`config.mk`:
```
export PLATFORM = sky130hd
export DESIGN_NAME = ring_output_scheduler
export DESIGN_NICKNAME = d
export VERILOG_FILES = /design/src/rtl/ring_output_scheduler.sv
export SDC_FILE = /design/constraint.sdc
export NUM_CORES = 1
export LEC_CHECK = 0
export CORE_MARGIN = 3
export CORE_UTILIZATION = 32
export DETAILED_ROUTE_END_ITERATION = 16
export HOLD_SLACK_MARGIN = 0.03
export PLACE_DENSITY = 0.68
export SYNTH_ARGS = -nofsm -noshare
export SYNTH_HDL_FRONTEND = slang
export SYNTH_SLANG_ARGS = --single-unit
```
`constraint.sdc`:
```
create_clock -name clk -period 1.7 [get_ports clk]
set_clock_uncertainty 0.05 [all_clocks]
set_input_delay 0.34 -clock clk [delete_from_list [all_inputs] [get_ports clk]]
set_output_delay 0.34 -clock clk [all_outputs]
set_load 0.02 [all_outputs]
```
`src/rtl/ring_output_scheduler.sv`:
```
// rtl/ring_output_scheduler.sv - two-requester, two-VC output scheduler for one ring link
// Optional macro RING_OSCHED_ROTATE_ALWAYS_EN: rotate priority on every grant, not only on contention.
module ring_output_scheduler #(
    parameter int DATA_W = 64
) (
    input  logic              clk,
    input  logic              reset,
    output logic              polarity,
    input  logic              req0_valid,
    input  logic              req0_vc,
    input  logic [DATA_W-1:0] req0_data,
    output logic              req0_grant,
    input  logic              req1_valid,
    input  logic              req1_vc,
    input  logic [DATA_W-1:0] req1_data,
    output logic              req1_grant,
    output logic              out_valid,
    output logic              out_vc,
    output logic [DATA_W-1:0] out_data,
    input  logic              out_ready
);

    logic              polarity_q;
    logic [1:0]        slot_full_q, slot_full_d;
    logic [DATA_W-1:0] slot_data_q [2];
    logic [DATA_W-1:0] slot_data_d [2];
    logic [1:0]        last_gnt_q, last_gnt_d;

    logic phase, drain_vc;
    logic elig0, elig1, gnt0, gnt1;

    assign phase    = polarity_q;
    assign drain_vc = ~polarity_q;

    // Grants are gated by reset so they fall the moment reset asserts, even with requests held.
    assign elig0 = reset && req0_valid && (req0_vc == phase) && !slot_full_q[phase];
    assign elig1 = reset && req1_valid && (req1_vc == phase) && !slot_full_q[phase];
    assign gnt0  = elig0 && (!elig1 || last_gnt_q[phase]);
    assign gnt1  = elig1 && (!elig0 || !last_gnt_q[phase]);

    assign polarity   = polarity_q;
    assign req0_grant = gnt0;
    assign req1_grant = gnt1;
    assign out_vc     = drain_vc;
    assign out_valid  = slot_full_q[drain_vc];
    assign out_data   = slot_data_q[drain_vc];

    always_comb begin
        slot_full_d    = slot_full_q;
        slot_data_d[0] = slot_data_q[0];
        slot_data_d[1] = slot_data_q[1];
        last_gnt_d     = last_gnt_q;
        // Fill targets the phase slot, drain the opposite one, so the two never collide.
        if (out_valid && out_ready) begin
            slot_full_d[drain_vc] = 1'b0;
        end
        if (gnt0 || gnt1) begin
            slot_full_d[phase] = 1'b1;
            slot_data_d[phase] = gnt1 ? req1_data : req0_data;
        end
`ifdef RING_OSCHED_ROTATE_ALWAYS_EN
        if (gnt0 || gnt1) begin
            last_gnt_d[phase] = gnt1;
        end
`else
        if (elig0 && elig1) begin
            last_gnt_d[phase] = gnt1;
        end
`endif
    end

    always_ff @(posedge clk or negedge reset) begin
        if (!reset) begin
            polarity_q     <= 1'b0;
            slot_full_q    <= 2'b00;
            slot_data_q[0] <= '0;
            slot_data_q[1] <= '0;
            last_gnt_q     <= 2'b11;
        end else begin
            polarity_q     <= ~polarity_q;
            slot_full_q    <= slot_full_d;
            slot_data_q[0] <= slot_data_d[0];
            slot_data_q[1] <= slot_data_d[1];
            last_gnt_q     <= last_gnt_d;
        end
    end

endmodule

```
==> flow_summary.yaml <==
clock_tree:
  cts.sinks: 133
  clk_transition_reported_paths_ns: 0.06
  htreeDepth: 4
  clk_latency_ns: 0.41
  cts_root_buf: "clkbuf_16"
  cts_tree: "built"
  cts_inserted_buffers: 17
  cts_buffer_depth: 2
critical_path:
  rr_worst_depth: 7
  crit_type: "reg -> out"
  start_kind: "register"
  endpoint_kind: "output port"
  cp_cell_sequence: "buf_4, buf_8, clkbuf_16, mux2_4, buf_6"
  cp-startpoint: "polarity"
  reg2reg_slack_ns: -0.47
  worstPathMaxFanout: 7
  required_ns: 1.31
  crit_slowest_cell: "dfrtp_4"
  max_stage_delay_ns: 0.53
  worstPathArrival_ns: 1.85
  r2r-start: "polarity"
floorplan:
  rows: 52
  start_util: 0.332
  die_h_um: 152
  dieArea_um2: 23100
  fp.dieW_um: 152
  core_um2: 20600
  ios: 204
synth:
  netlist_top_cells_area: "dfrtp_1 (48%), a31oi_1 (12%), mux2_2 (11%), nor3_1 (9.4%), nand3_1 (4.7%)"
  yosysTopAreaCellShare: 0.481
  synth_edf_count: 0
  yosys-top-cells-count: "dfrtp_1 (131), a31oi_1 (128), nor3_1 (128), mux2_2 (65), nand3_1 (64)"
  yosys.cell_types.count: 28
  synth_area_um2: 6820
  postSynthCellCount: 685
  yosys_most_used_dff: "dfrtp_1"
  ys_warn_count: 0
  synthArstFlopShare: 1.00
  yosysMostFrequentCell: "dfrtp_1"
  ys_seq_elements: 133
  synth_top_cell_by_area: "dfrtp_1"
  yosysSeqAreaShare: 0.488
  syn_area_per_cell_um2: 9.95
  synth_nets: 820
drt:
  routed_wl_um: 29000
  drc: 0
  drt_pass1_iterations: 5
  viasPerCell: 5.78
  drt_iter0_drc: 509
  vias: 7094
  routedWlPerCell_um: 23.6
  ant_nets: 0
flow_run:
  max_cap_viol_count: 0
outcome:
  violations: "negative hold slack, negative setup slack"
  status: "finished, violations left"
timing:
  hold_ws_ns: -0.00504
  layout_setup_ws_ns: -0.544
  worst_slew_pin_slew_ns: 0.581
  rsz0062_at_grt: "yes"
  finalCritPeriodShare: 1.32
  finalSetupViolations: 201
  finalHoldViolations: 6
  max_slew_margin: 0.613
  slew_violations: 0
  setup_tns_ns: -88.15
  fin_crit_ns: 2.24
  fmax_ghz: 0.446
global_route:
  grt_pass1_wl_um: 40900
  grt_pass1_vias: 7106
  antenna_found_initial: 1
  grt_max_degree: 45
  overflow: 0
  grt_usage: 0.222
power_and_ir_drop:
  p_per_area_nw_per_um2: 983
  ir_drop_uv: 599
  p_comb_frac: 0.324
  swShare: 0.298
  p_int_mw: 8.48
  pwr-share-seq: 0.353
  power.leakage_nw: 4.93
  p_sw_mw: 3.60
  power_mw: 12.1
  p_clk_frac: 0.323
worst_hold_path:
  worstHoldPathType: "in -> async"
placed_design:
  place_congestion: 0.783
  place.detailed.hpwl_um: 15300
  dpl_cell_area_um2: 9630
  io_buffers: 203
layout:
  layout-drive-gt1-share: 0.411
  final_area_um2: 12300
  area.growth.synth_to_final_pct: 80.3
  antenna_cells: 0
  final_nets: 1080
logic make-up (layout without fill, tap and decap cells):
kind of cell	after synthesis	in the layout	share of synthesized area
muxes	66	66	0.109
xor gates and xnor gates	2	2	0.00257
AOI/OAI and AO/OA	202	202	0.176
buffers and inverters	75	348	0.0620
DFF	133	133	0.488
and+or+nand+nor	207	207	0.162
critical path: cells and delay by family (launching register included):
| kind | cells | cell delay, ns |
|---|---|---|
| buffers and inverters | 4 | 0.59 |
| DFF | 1 | 0.53 |
| muxes | 1 | 0.31 |
cells in the final DEF, fill, tap and decap left out, types with 3 or more instances in the layout:
cell             Yosys  final
clkdlybuf4s50_1      0    133
dfrtp_1            131    130
nor3_1             128    128
a31oi_1            128    114
buf_6               12     75
mux2_4               0     60
nand3_2              0     48
buf_4                8     37
o21ai_1             15     32
clkbuf_16            0     32
o21ai_2              0     29
buf_12               0     28
buf_16               0     19
nand3_1             64     13
a31oi_4              0     10
nor3_4               4      6
mux2_2              65      5
buf_8                0      5
nand2_1              4      4
a21oi_4              0      4
a31oi_2              0      4
nand3_4              0      3
clkbuf_8             0      3
clkinvlp_4           0      3
bufinv_16            0      3
per-layer routing:
metal	track usage	share of wire
met1	0.280	0.40
met2	0.371	0.51
met3	0.0520	0.063
met4	0.0886	0.031
met5	0	0.00038
what timing repair did:
action                     CTS  global route
hold buffers                 2             0
buffers inserted             9            13
cloned                      16            19
hold endpoints to repair     9             0
resized for setup          408           247
setup endpoints to repair  201           201
pin swaps                    4            31
worst paths after layout:
path	end
worst max-delay path	out_data[58]
worst min-delay path	slot_data_q[6]
worst max register to register	slot_data_q[115]
worst min register to register	slot_data_q[38]
max in group asynchronous	slot_data_q[1]
min in group clk	slot_data_q[121]
flip-flops by register name, summed over array words and instances (netlist names):
signal	cells
last_gnt_q	2
polarity	1
slot_data_q	128
slot_full_q	2
power groups by stage:
stage          Combinational, mW  Clock [mW]  Sequential, mW
3_3_place_gp                3.27           0            4.23
3_5_place_dp                3.29           0            4.28
5_1_grt                     4.17        4.09            4.34
2_1_floorplan               1.89           0            4.18
6_report                    3.92        3.90            4.27
4_1_cts                     3.38        3.93            4.23
area by class of cell:
class / instances / area [µm²]
clock buffers: 21 / 470
clock inverters: 11 / 149
fillers: 1716 / 8270
inverters: 1 / 6.26
multi-input cells: 477 / 3980
flip-flops and latches: 133 / 3330
well taps: 270 / 338
repair buffers: 315 / 4020
metrics by stage:
stage                util  instances  worst slack, ns
floorplan               -        685           -0.138
global placement    0.468       1140           -0.829
detailed placement  0.468       1140           -0.831
CTS                 0.527       1198           -0.509
global route        0.598       1228           -0.578
finish              0.598       1228           -0.544
(Power assumes the default switching activity.)
